## src/rtl/of_pkg.sv

```systemverilog
// Shared types for the operand-fetch stage: decoded uop, forwarding source
// descriptor and the forwarding-hit helper used by every operand selector.
package of_pkg;

  localparam int CTRL_W  = 32;
  localparam int XLEN    = 32;
  localparam int REG_W   = 5;
  localparam int NUM_OPS = 2;

  // Decoded micro-op as it travels from decode into EX.
  typedef struct packed {
    logic [REG_W-1:0]  rs1;
    logic [REG_W-1:0]  rs2;
    logic [REG_W-1:0]  rd;
    logic              regwrite;
    logic              memread;
    logic [CTRL_W-1:0] ctrl;
  } uop_t;

  // A downstream stage that may write the register file.
  // ld marks a load whose data is not available until MEM completes.
  typedef struct packed {
    logic             we;
    logic             ld;
    logic [REG_W-1:0] rd;
    logic [XLEN-1:0]  data;
  } fwd_t;

  // A source matches a read only if it really writes a non-zero register.
  function automatic logic fwd_hit(input fwd_t src, input logic [REG_W-1:0] rs);
    return src.we && (src.rd != '0) && (src.rd == rs);
  endfunction

endpackage

```

## src/rtl/fwd_select.sv

```systemverilog
// Per-operand bypass mux: picks the youngest in-flight producer of rs,
// falling back to register-file data. Also flags a load producer in EX,
// whose data cannot be bypassed yet.
module fwd_select
  import of_pkg::*;
(
  input  logic [REG_W-1:0] rs,
  input  logic [XLEN-1:0]  rf_data,
  input  fwd_t             ex_fwd,
  input  fwd_t             mem_fwd,
  input  fwd_t             wb_fwd,
  output logic [XLEN-1:0]  operand,
  output logic             load_hit
);

  logic ex_hit;
  logic mem_hit;
  logic wb_hit;

  assign ex_hit  = fwd_hit(ex_fwd, rs);
  assign mem_hit = fwd_hit(mem_fwd, rs);
  assign wb_hit  = fwd_hit(wb_fwd, rs);

  // A load in EX matches but has no data yet: caller must stall.
  assign load_hit = ex_hit && ex_fwd.ld;

  // Youngest producer wins; x0 always reads zero. WB is bypassed because
  // its register-file write only lands on the next edge.
  always_comb begin
    operand = rf_data;
    if (rs == '0)
      operand = '0;
    else if (ex_hit && !ex_fwd.ld)
      operand = ex_fwd.data;
    else if (mem_hit)
      operand = mem_fwd.data;
    else if (wb_hit)
      operand = wb_fwd.data;
  end

endmodule

```

## src/rtl/operand_fetch_stage.sv

```systemverilog
// Operand-fetch pipeline stage: reads the register file, resolves bypasses,
// stalls on load-use hazards and registers the uop plus operands for EX
// behind a valid/ready handshake.
module operand_fetch_stage
  import of_pkg::*;
#(
  parameter int STALL_CNT_W = 16
) (
  input  logic                   clk,
  input  logic                   rst,
  input  logic                   flush,
  input  logic                   in_valid,
  output logic                   in_ready,
  input  uop_t                   in_uop,
  output logic [REG_W-1:0]       rf_raddr1,
  output logic [REG_W-1:0]       rf_raddr2,
  input  logic [XLEN-1:0]        rf_data1,
  input  logic [XLEN-1:0]        rf_data2,
  input  fwd_t                   ex_fwd,
  input  fwd_t                   mem_fwd,
  input  fwd_t                   wb_fwd,
  output logic                   out_valid,
  input  logic                   out_ready,
  output uop_t                   out_uop,
  output logic [XLEN-1:0]        out_op1,
  output logic [XLEN-1:0]        out_op2,
  output logic [STALL_CNT_W-1:0] stall_cnt
);

  logic [NUM_OPS-1:0][REG_W-1:0] rs_sel;
  logic [NUM_OPS-1:0][XLEN-1:0]  rf_sel;
  logic [NUM_OPS-1:0][XLEN-1:0]  op_res;
  logic [NUM_OPS-1:0]            load_hit;

  logic hazard;
  logic out_free;
  logic accept;

  assign rs_sel[0] = in_uop.rs1;
  assign rs_sel[1] = in_uop.rs2;
  assign rf_sel[0] = rf_data1;
  assign rf_sel[1] = rf_data2;

  assign rf_raddr1 = in_uop.rs1;
  assign rf_raddr2 = in_uop.rs2;

  for (genvar i = 0; i < NUM_OPS; i++) begin : g_op
    fwd_select u_sel (
      .rs       (rs_sel[i]),
      .rf_data  (rf_sel[i]),
      .ex_fwd   (ex_fwd),
      .mem_fwd  (mem_fwd),
      .wb_fwd   (wb_fwd),
      .operand  (op_res[i]),
      .load_hit (load_hit[i])
    );
  end

  assign hazard   = in_valid && (|load_hit);
  assign out_free = !out_valid || out_ready;
  assign in_ready = !flush && !hazard && out_free;
  assign accept   = in_valid && in_ready;

  // Output valid: flush kills, accept fills, a free slot with no accept
  // becomes a bubble, otherwise the held uop stays valid.
  always_ff @(posedge clk or posedge rst) begin
    if (rst)
      out_valid <= 1'b0;
    else if (flush)
      out_valid <= 1'b0;
    else if (accept)
      out_valid <= 1'b1;
    else if (out_free)
      out_valid <= 1'b0;
  end

  // Payload only loads on accept, so a stalled output never re-resolves.
  always_ff @(posedge clk or posedge rst) begin
    if (rst) begin
      out_uop <= '0;
      out_op1 <= '0;
      out_op2 <= '0;
    end else if (accept) begin
      out_uop <= in_uop;
      out_op1 <= op_res[0];
      out_op2 <= op_res[1];
    end
  end

  // Saturating count of load-use stall cycles; flushed cycles do not count.
  always_ff @(posedge clk or posedge rst) begin
    if (rst)
      stall_cnt <= '0;
    else if (hazard && !flush && (stall_cnt != '1))
      stall_cnt <= stall_cnt + 1'b1;
  end

endmodule
```

## config.mk

```make
export PLATFORM = sky130hd
export DESIGN_NAME = operand_fetch_stage
export DESIGN_NICKNAME = d
export VERILOG_FILES = /design/src/rtl/of_pkg.sv /design/src/rtl/fwd_select.sv /design/src/rtl/operand_fetch_stage.sv
export SDC_FILE = /design/constraint.sdc
export NUM_CORES = 1
export LEC_CHECK = 0
export BUFFER_PORTS_ARGS = -buffer_cell sky130_fd_sc_hd__buf_4
export CAP_MARGIN = 0
export CORE_MARGIN = 8
export CORE_UTILIZATION = 45
export DETAILED_ROUTE_END_ITERATION = 6
export HOLD_SLACK_MARGIN = 0.1
export PLACE_DENSITY = 0.78
export SETUP_SLACK_MARGIN = 0.02
export SLEW_MARGIN = 0
export SYNTH_ARGS = -nofsm -noshare
export SYNTH_HDL_FRONTEND = slang
export SYNTH_SLANG_ARGS = --single-unit
```

## constraint.sdc

```tcl
create_clock -name clk -period 6.12 [get_ports clk]
set_clock_uncertainty 0.05 [all_clocks]
set_input_delay 0.306 -clock clk [delete_from_list [all_inputs] [get_ports clk]]
set_output_delay 0.306 -clock clk [all_outputs]
set_load 0.01 [all_outputs]
```

# Word level (Yosys, flattened, before mapping)

Index checks and enable logic that the tools add are counted.

Bits in registers: 130
Input bits: 235
Output and inout port bits: 141
Logic and storage cells: 60

$add $sub $neg: 1
Eq/ne operators: 7
Muxes and demuxes: 11
Reduce and logical (&&, ||, !) cells: 31

Operator list:

| kind                                           | count |
|---|---|
| two-way mux 32 bit                             | 8 |
| == test 5 bit                                  | 6 |
| logical AND 1 bit                              | 19 |
| adder 16 x 1 -> 16 bit (second input constant) | 1 |
| inequality test 16 bit (second input constant) | 1 |
| nonzero test 5 bit                             | 3 |
| logical NOT 5 bit                              | 2 |
| logical NOT 1 bit                              | 4 |
| two-way mux 1 bit                              | 3 |
| nonzero test 3 bit                             | 1 |
| OR reduction 2 bit                             | 1 |
| logical OR 1 bit                               | 1 |

# Depth between registers and ports, before layout

Depth in word-level cells: 12
Gate-level depth with buffers: 8
Mapped depth without buffers: 6

# Cells and area by module

Synthesis repeated with hierarchy kept, for this count alone.

Cells, all modules: 766
Area total of the unflattened synthesis: 7,957.6 um^2

By module, submodules not included:

| module              | times used | cells each | area an instance (um^2) | sequential area each (um^2) |
|---|---|---|---|---|
| operand_fetch_stage | 1          | 328        | 5,122.4                 | 3,253.1 |
| fwd_select          | 2          | 219        | 1,417.6                 | 0.0 |

# Worst setup path before layout

OpenSTA, ideal clock, no wires.

Path kind: input to output
Start point: input port ex_fwd[32] (netlist bit)
End point: output port in_ready
Data arrival time: 1.756 ns
Data required time: 5.764 ns
Setup slack: 4.008 ns
Stages on the path: 6
Path buffers: 1
Path through: or4_4 o21ai_2 or2_2 a21oi_1 clkbuf_1 a211oi_1

Word-level cells in the longest chain between the ends: 9
Elaborated cells between the ends (all ways): 13
Those cells by class: eq/ne (2); reduce/logical (11)

Ends and longest elaborated chain:

| what                              | RTL line                  | source |
|---|---|---|
| start: declaration                | operand_fetch_stage.sv:19 | `input fwd_t ex_fwd,` |
| nonzero test 5 bit                | of_pkg.sv:31              | `return src.we && (src.rd != '0) && (src.rd == rs);` |
| logical AND 1 bit (2 in series)   | of_pkg.sv:31              |  |
| logical AND 1 bit                 | fwd_select.sv:25          | `assign load_hit = ex_hit && ex_fwd.ld;` |
| OR reduction 2 bit *              | operand_fetch_stage.sv:59 | `assign hazard = in_valid && (\|load_hit);` |
| logical AND 1 bit *               | operand_fetch_stage.sv:59 |  |
| logical NOT 1 bit *               | operand_fetch_stage.sv:61 | `assign in_ready = !flush && !hazard && out_free;` |
| logical AND 1 bit * (2 in series) | operand_fetch_stage.sv:61 |  |
| end: declaration                  | operand_fetch_stage.sv:13 | `output logic in_ready,` |

Mark *: on every way between the ends. The rest lies on a longest branch, timed or not.

# Worst setup path in the final report

Start point: input port in_uop[48] (netlist bit)
End point: register out_uop[0] (netlist bit)

Word-level cells in the longest chain between the ends: 9

Ends and longest elaborated chain:

| what                            | RTL line                  | source |
|---|---|---|
| start: declaration              | operand_fetch_stage.sv:14 | `input uop_t in_uop,` |
| == test 5 bit                   | of_pkg.sv:31              |  |
| logical AND 1 bit               | of_pkg.sv:31              |  |
| logical AND 1 bit               | fwd_select.sv:25          |  |
| OR reduction 2 bit              | operand_fetch_stage.sv:59 |  |
| logical AND 1 bit               | operand_fetch_stage.sv:59 |  |
| logical NOT 1 bit               | operand_fetch_stage.sv:61 |  |
| logical AND 1 bit (2 in series) | operand_fetch_stage.sv:61 |  |
| logical AND 1 bit               | operand_fetch_stage.sv:62 | `assign accept = in_valid && in_ready;` |
| end signal: assignment          | operand_fetch_stage.sv:84 | `out_uop <= in_uop;` |
| end: declaration                | operand_fetch_stage.sv:24 | `output uop_t out_uop,` |

Every way passes these cells.
A chain may end at the register's enable or synchronous reset.

==> reports/metrics.yaml <==
grt:
  grt_usage_pct: 28.9
  grt_max_degree: 72
  first_global_vias: 8384
  grt_overflow_total: 0
  grt_pass1_wl_microns: 49500
  antenna_found_initial: 0
finish:
  instances_no_fill: 1292
  antenna-diode-count: 0
  drive_gt1_share_pct: 55.0
  final_area_sq_um: 11900
  layout_commonest_cell: "buf_4"
  syn_to_final_growth_pct: 47.5
  fin_nets: 1286
  final_cell_mix: "buf_4, dfrtp_1, o21ai_0, a2bb2oi_1, a221oi_2"
yosys:
  ys_warn_count: 0
  synth_top_cell_by_area: "dfrtp_1"
  syn_nets: 905
  ys_seq_area_share_pct: 40.2
  synthArstFlopShare_pct: 100
  synth_edf_count: 0
  syn_area_sq_um: 8090
  avgSynthCellArea_sq_um: 12.1
  ys_types: 49
  synth_area_leaders: "dfrtp_1, a221oi_2, mux2_4"
  ys_seq_elements: 130
  yosysTopAreaCellShare_pct: 40.2
  syn-instance-count: 669
  dominantRegCellSynth: "dfrtp_1"
timing:
  setup_viol: 0
  final.setup.worst_slack_ps: 3180
  fmax_mhz: 340
  final_hold_viol_count: 0
  fin_crit_ps: 2940
  drv_slew: 0
  whs_ps: 119
  rsz0062_at_grt: "no"
  max-slew-margin-rel_pct: 33.8
  max_slew.worst_pin.slew_ps: 993
  setup_tns_ps: 0
  min_period_over_period_pct: 48.1
drt:
  first_pass_iters: 5
  wl_microns: 33300
  drc: 0
  vias: 7777
  viasPerCell: 6.02
  drt-wirelength-per-cell_microns: 25.8
  drt_iter0_drc: 449
  final_antenna_net_count: 0
setup_path:
  criticalPathCategory: "input pin to register"
  cp_max_fo: 60
  critPathRequiredTime_ps: 6360
  crit_slowest_cell: "buf_4"
  cp-start-kind: "input pin"
  worstPathArrival_ps: 3190
  crit_family: "simple AND/OR/NAND/NOR gates"
  endpoint_kind: "register"
  cp_num_buf_inv: 2
  slowest_delay_ps: 830
  worstPathCellList: "buf_4 > xor2_1 > nor3_1 > nand2_1 > a21o_4 > nand2_4 > buf_4 > mux2_1"
  critPathMostFrequentCell: "buf_4"
clocking:
  cts-root-buf: "clkbuf_16"
  clock_path_buffers: 2
  clock_sinks: 130
  ctsHoldBuffers: 41
  htree_num_levels: 4
  numCtsBuffers: 17
  clock_latency_ps: 420
  cts_resized: 0
  post-cts-setup-buffers: 0
  cts.clk_slew.worst_paths_ps: 70
  cts_tree: "done"
place:
  portBuffers: 373
  dpl_cell_area_sq_um: 10900
  hpwl_microns: 22700
  post-place-ws_ps: 2800
  globalplace.congestion: 0.871
  dp.cells: 1219
floorplanning:
  fp.dieW_microns: 150
  initial_core_util_pct: 45.5
  dieArea_sq_um: 22500
  rows: 49
  fp.dieH_microns: 150
  io_pins: 376
  core_sq_um: 17800
pwr:
  worst_ir_drop_vdd_mv: 0.185
  pwr_density_cell_nw_per_um2: 252
  leakagePower_nw: 5.51
flow_run:
  cap_violations: 0
min_path:
  min_path_type: "input pin to register"
run_status:
  status: "completed"
## cell type report
type	count	area (sq um)
fill	1306	5850
multi-input combinational	464	4430
timing repair buffer	433	3350
sequential	130	3250
clock buffer	18	429
tap	229	287
clock inverter	14	156
inverter	4	17.5
## routing by layer
layer | vias to the layer above | wire length (microns) | track usage (%)
met1 | 3856 | 12600 | 33.5
met5 | - | 0 | 0
met2 | 459 | 16500 | 48.7
met4 | 0 | 1120 | 13.1
met3 | 77 | 3170 | 8.26
li1 | 3385 | - | -
## stage by stage
stage,util [%],power [mW]
after global routing,67.1,3.13
final,67.1,3.01
after floorplan,-,1.50
after global placement,61.5,1.95
after detailed placement,61.5,1.96
after CTS,67.1,3.01
## cell usage after synthesis (3+ instances only)
master	n
dfrtp_1	130
o21ai_0	65
a2bb2oi_1	64
a221oi_2	61
o2bb2ai_1	53
mux2_4	40
and2_4	30
xnor2_1	26
buf_2	25
xor2_1	19
clkbuf_1	17
buf_6	15
buf_4	12
nor2_1	11
o2bb2ai_2	11
nand2_1	10
mux2_1	9
nand4_1	8
nand3_1	7
and3_1	6
nor3_1	6
inv_1	4
or4_1	4
a221oi_1	3
## cell families (layout without fill, tap and decap cells)
| family | after synthesis | after routing | share of synthesized area (%) |
|---|---|---|---|
| fa+ha+maj | 1 | 1 | 0.155 |
| flops | 130 | 130 | 40.2 |
| compound gates | 266 | 266 | 31.5 |
| mux | 50 | 50 | 8.82 |
| xor+xnor | 45 | 45 | 4.87 |
| buf+inv | 75 | 469 | 5.82 |
| simple gates | 102 | 102 | 8.62 |
## power by group
group	switching, mW	total [mW]	internal [mW]
Combinational	0.385	0.894	0.508
Sequential	0.0924	1.09	0.998
Clock	0.420	1.03	0.606
## worst min-delay path: cells and delay by family
family | cells | cell delay (ps)
buf+inv | 1 | 90
compound gates | 2 | 160
## state kept, by name, summed over array words and instances, names as in the netlist
name	count
out_uop	49
out_op2	32
out_valid	1
stall_cnt	16
out_op1	32
## worst paths after layout
kind | from | to | slack (ps) | depth (start not counted)
hold reg to reg | out_op2[26] | out_op2[26] | 440 | 1
setup / recovery | in_uop[48] | out_uop[0] | 3180 | 8
max in group asynchronous | rst | out_op2[0] | 4050 | 4
hold / removal | ex_fwd[29] | out_op1[29] | 120 | 3
min in group asynchronous | rst | out_op2[21] | 520 | 3
setup reg to reg | out_valid | out_uop[0] | 3270 | 5
Note: power is estimated with default switching activity, not from simulation.
